`config.mk`:
```
export PLATFORM = sky130hd
export DESIGN_NAME = gate_vector_sequencer
export DESIGN_NICKNAME = d
export VERILOG_FILES = /design/src/rtl/gate_vector_sequencer.sv
export SDC_FILE = /design/constraint.sdc
export NUM_CORES = 1
export LEC_CHECK = 0
export CAP_MARGIN = 5
export CELL_PAD_IN_SITES_DETAIL_PLACEMENT = 1
export CELL_PAD_IN_SITES_GLOBAL_PLACEMENT = 2
export CORE_MARGIN = 5
export CORE_UTILIZATION = 29
export DETAILED_ROUTE_END_ITERATION = 7
export PLACE_DENSITY = 0.71
export SYNTH_ARGS = -nofsm -noshare
export SYNTH_HDL_FRONTEND = slang
export SYNTH_SLANG_ARGS = --single-unit
```
`constraint.sdc`:
```
create_clock -name clk -period 1.6 [get_ports clk]
set_input_delay 0.32 -clock clk [delete_from_list [all_inputs] [get_ports clk]]
set_output_delay 0.32 -clock clk [all_outputs]
set_load 0.005 [all_outputs]
```
`src/rtl/gate_vector_sequencer.sv`:
```
// gate_vector_sequencer: clocked stimulus/response sweep of a 3-input gate block against an expected truth table
module gate_vector_sequencer #(
  parameter int unsigned SETTLE_CYCLES = 4,
  parameter logic [47:0] EXP_TABLE     = 48'h0
) (
  input  logic       clk,
  input  logic       rst_n,
  input  logic       start,
  output logic [2:0] stim_abc,
  input  logic [5:0] resp_pqrstu,
  output logic       busy,
  output logic       done,
  output logic       pass,
  output logic [3:0] err_count,
  output logic       fail_valid,
  output logic [2:0] fail_vec,
  output logic [5:0] fail_mask
);
  typedef enum logic [1:0] {IDLE, SETTLE, CHECK, DONE} state_t;
  // a zero settle time is treated as one cycle
  localparam logic [7:0] LOAD = (SETTLE_CYCLES == 0) ? 8'd1 : 8'(SETTLE_CYCLES);
  state_t r_state, w_state;
  logic [2:0] r_idx, w_idx, r_fvec, w_fvec;
  logic [7:0] r_cnt, w_cnt;
  logic [3:0] r_err, w_err;
  logic [5:0] r_fmask, w_fmask, w_exp;
  logic r_busy, w_busy, r_done, w_done, r_pass, w_pass, r_fv, w_fv, w_mis;
  assign w_exp = EXP_TABLE[6*r_idx +: 6];
  assign w_mis = resp_pqrstu != w_exp;
  always_comb begin
    w_state = r_state;
    w_idx   = r_idx;
    w_cnt   = r_cnt;
    w_busy  = r_busy;
    w_done  = r_done;
    w_pass  = r_pass;
    w_err   = r_err;
    w_fv    = r_fv;
    w_fvec  = r_fvec;
    w_fmask = r_fmask;
    case (r_state)
      IDLE, DONE: if (start) begin
        w_state = SETTLE;
        w_idx   = 3'd0;
        w_cnt   = LOAD;
        w_busy  = 1'b1;
        w_done  = 1'b0;
        w_pass  = 1'b0;
        w_err   = 4'd0;
        w_fv    = 1'b0;
        w_fvec  = 3'd0;
        w_fmask = 6'd0;
      end
      SETTLE: begin
        w_cnt   = r_cnt - 8'd1;
        w_state = (r_cnt == 8'd1) ? CHECK : SETTLE;
      end
      CHECK: begin
        if (w_mis) begin
          w_err = r_err + 4'd1;
          if (!r_fv) begin
            w_fv    = 1'b1;
            w_fvec  = r_idx;
            w_fmask = resp_pqrstu ^ w_exp;
          end
        end
        if (r_idx != 3'd7) begin
          w_idx   = r_idx + 3'd1;
          w_cnt   = LOAD;
          w_state = SETTLE;
        end else begin
          w_state = DONE;
          w_busy  = 1'b0;
          w_done  = 1'b1;
          w_pass  = w_err == 4'd0;
        end
      end
      default: w_state = IDLE;
    endcase
  end
  always_ff @(posedge clk or negedge rst_n)
    if (!rst_n) begin
      r_state <= IDLE;
      r_idx   <= 3'd0;
      r_cnt   <= 8'd0;
      r_busy  <= 1'b0;
      r_done  <= 1'b0;
      r_pass  <= 1'b0;
      r_err   <= 4'd0;
      r_fv    <= 1'b0;
      r_fvec  <= 3'd0;
      r_fmask <= 6'd0;
    end else begin
      r_state <= w_state;
      r_idx   <= w_idx;
      r_cnt   <= w_cnt;
      r_busy  <= w_busy;
      r_done  <= w_done;
      r_pass  <= w_pass;
      r_err   <= w_err;
      r_fv    <= w_fv;
      r_fvec  <= w_fvec;
      r_fmask <= w_fmask;
    end
  assign stim_abc   = r_idx;
  assign busy       = r_busy;
  assign done       = r_done;
  assign pass       = r_pass;
  assign err_count  = r_err;
  assign fail_valid = r_fv;
  assign fail_vec   = r_fvec;
  assign fail_mask  = r_fmask;
endmodule

```
==> flow_summary.json <==
{
  "start_util_pct": 29.28,
  "p_leak_nw": 1.316,
  "finalNetCount": 289,
  "final_cell_mix": "buf_4, dfrtp_1, nand2_1",
  "r2r-start": "r_state[0]$_DFFE_PN0P_",
  "die_y_um": 86.63,
  "cts_max_level": 2,
  "crit_path_start_kind": "flop",
  "clock_path_buffers": 2,
  "worstPathRequired_ns": 1.78,
  "mostFrequentLayoutCell": "buf_4",
  "grtUsageTotal_pct": 15.66,
  "gr-total-overflow": 0,
  "end_kind": "flop",
  "ir_worst_vdd_uv": 561.9,
  "yosys_warnings": 0,
  "async_flop_share_pct": 100.0,
  "final-max-slew-violation-count": 0,
  "worst_skew_pair.late_latency_ns": 0.28,
  "synth_nets": 203,
  "synth-xor-area-share_pct": 1.029,
  "dpl-instance-area_sq_mm": 0.002366,
  "clock_sinks": 30,
  "grt_pass1_wl_um": 9328,
  "wire_per_inst_um": 16.42,
  "dieArea_sq_mm": 0.007505,
  "status": "completed",
  "power.density_mw_per_mm2": 1265,
  "synth-simple-area-share_pct": 21.09,
  "initialDrtViolationCount": 110,
  "antenna_cells": 0,
  "n_fill_cell": 674,
  "crit_path_max_fanout": 4,
  "cts_tree": "yes",
  "synth.cell_area_sq_mm": 0.001703,
  "synth_adder_area_share_pct": 5.143,
  "synth_top_family_by_area": "compound AO/OA/AOI/OAI gates",
  "drive_above_1_share_pct": 37.23,
  "numCtsBuffers": 5,
  "cts.reportedPaths.clkPinSlew_ns": 0.07,
  "ff2ff_setup_slack_ns": 0.02,
  "ys_seq_area_share_pct": 44.09,
  "fin_crit_sh_pct": 98.80,
  "cp.arrival_ns": 1.76,
  "synth_ff_type": "dfrtp_1",
  "grt_pass1_vias": 1905,
  "num_rows": 28,
  "skew_ns": 0.004921,
  "synth_edf_count": 0,
  "ant_nets": 0,
  "antenna_found_initial": 0,
  "ys_ff_latch": 30,
  "finalSetupViolCount": 0,
  "coreArea_sq_mm": 0.005816,
  "first_pass_iters": 4,
  "path_class": "reg -> reg",
  "utilization_pct": 47.83,
  "slew_headroom_pct": 72.36,
  "area_growth_pct": 63.34,
  "synthMuxAreaShare_pct": 1.763,
  "via_per_inst": 5.126,
  "hp-class": "in -> async",
  "fmax_mhz": 632.6,
  "ioPinCount": 29,
  "cts-root-buf": "clkbuf_8",
  "hold_buffers": 0,
  "gp_congestion": 0.8491,
  "syn_avg_cell_area_sq_um": 9.106,
  "tightestPinTransition_ns": 0.4145,
  "syn-instance-count": 187,
  "portBuffers": 28,
  "routed_wl_um": 5732,
  "hold_viol_final": 0,
  "min_period_ns": 1.581,
  "chipWidth_um": 86.63,
  "maxCapViolations": 0,
  "final_cell_area_sq_mm": 0.002781,
  "grt_max_degree": 31,
  "vias": 1789,
  "rsz0062_at_grt": "true",
  "reg2reg_depth": 7,
  "drc_errors": 0,
  "hpwl_um": 3941,
  "rr_endpoint": "fail_vec[0]$_DFFE_PN0P_",
  "synth.distinct_cells": 50,
  "synth_compound_area_share_pct": 22.41
}
## logic make-up (layout without fill, tap and decap cells)
| logic type | after synthesis | in the layout |
|---|---|---|
| buffers and inverters | 16 | 103 |
| adders and majority gates | 7 | 7 |
| xor gates and xnor gates | 2 | 2 |
| AOI/OAI and AO/OA | 57 | 57 |
| DFF | 30 | 30 |
| and+or+nand+nor | 72 | 72 |
| muxes | 3 | 3 |
## cell usage after synthesis (2+ instances only)
| cell type | count | share of area, % |
|---|---|---|
| a21oi_1 | 14 | 4.1 |
| a22oi_1 | 2 | 0.88 |
| buf_4 | 2 | 0.88 |
| clkbuf_1 | 4 | 0.88 |
| dfrtp_1 | 30 | 44 |
| ha_1 | 7 | 5.1 |
| inv_1 | 7 | 1.5 |
| mux2i_1 | 3 | 1.8 |
| nand2_1 | 34 | 7.5 |
| nand2b_1 | 3 | 1.1 |
| nand3_1 | 4 | 1.2 |
| nand4_1 | 2 | 0.73 |
| nor2_1 | 12 | 2.6 |
| nor2b_1 | 2 | 0.73 |
| nor3_1 | 2 | 0.59 |
| nor4_1 | 2 | 0.73 |
| o21ai_0 | 18 | 5.3 |
| o221ai_1 | 2 | 1.0 |
| o22ai_1 | 2 | 0.73 |
| o2bb2ai_1 | 2 | 1.0 |
| o31a_1 | 3 | 1.5 |
| xor2_1 | 2 | 1.0 |
## worst max-delay path by stage
stage,startpoint,endpoint,slack (ns),cells past startpoint
after CTS,r_state[0]$_DFFE_PN0P_,fail_mask[0]$_DFFE_PN0P_,-0.02,8
after floorplan,stim_abc[0]$_DFFE_PN0P_,r_cnt[6]$_DFFE_PN0P_,-0.09,7
after global routing,r_state[0]$_DFFE_PN0P_,fail_mask[5]$_DFFE_PN0P_,-0.05,8
after detailed placement,resp_pqrstu[0],err_count[1]$_DFFE_PN0P_,-0.34,6
final,r_state[0]$_DFFE_PN0P_,fail_vec[0]$_DFFE_PN0P_,0.02,7
after global placement,resp_pqrstu[1],fail_mask[1]$_DFFE_PN0P_,-0.27,6
## repair_timing
item,4_1_cts,5_1_grt
setup endpoints to repair,21,24
resized for setup,28,28
gates cloned,2,1
setup buffers,9,6
pin swaps,1,2
## metrics by stage
stage / hold WS (ns) / instances / power [W] / setup TNS (ns) / setup WS [ns]
floorplan: 0.02441 / 187 / 0.001743 / -0.3621 / -0.08858
global placement: 0.4689 / 323 / 0.002374 / -3.806 / -0.2653
detailed placement: 0.4716 / 323 / 0.002468 / -4.600 / -0.3360
CTS: 0.4427 / 342 / 0.003406 / -0.05540 / -0.01723
global route: 0.4611 / 349 / 0.003747 / -0.3959 / -0.04658
finish: 0.4372 / 349 / 0.003518 / 0 / 0.01912
## per-layer routing
layer	vias to the layer above	wire (um)	global-route usage (%)
met2	43	3049	28.93
met4	0	85	4.674
met5	-	0	0
li1	845	-	-
met1	891	2316	17.48
met3	10	281	4.087
## layout make-up
type	instances	area, sq um	share of cell area [%]
clock buffers	5	68.82	2.474
clock inverters	3	40.04	1.439
inverters	8	30.03	1.080
multi-input cells	141	1012	36.39
flip-flops and latches	30	753.2	27.08
well taps	75	93.84	3.374
repair buffers	87	783.3	28.16
## registers in the layout, indices dropped and copies added, names as in the netlist
name / cells
r_cnt: 8
fail_mask: 6
err_count: 4
fail_vec: 3
stim_abc: 3
r_state: 2
busy: 1
done: 1
fail_valid: 1
pass: 1
## worst max-delay path: stages (launching register included)
cell	delay [ns]
dfrtp_1	0.40
inv_2	0.09
ha_4	0.21
nor2b_4	0.15
a2111oi_4	0.21
buf_4	0.21
clkbuf_16	0.15
o21ai_2	0.06
## where the power goes
| part | switching [W] | internal, W |
|---|---|---|
| Clock | 0.000304 | 0.000458 |
| Sequential | 0.000140 | 0.000922 |
| Combinational | 0.000796 | 0.000897 |
| Total | 0.00124 | 0.00228 |
Note: power is estimated with default switching activity, not from simulation.
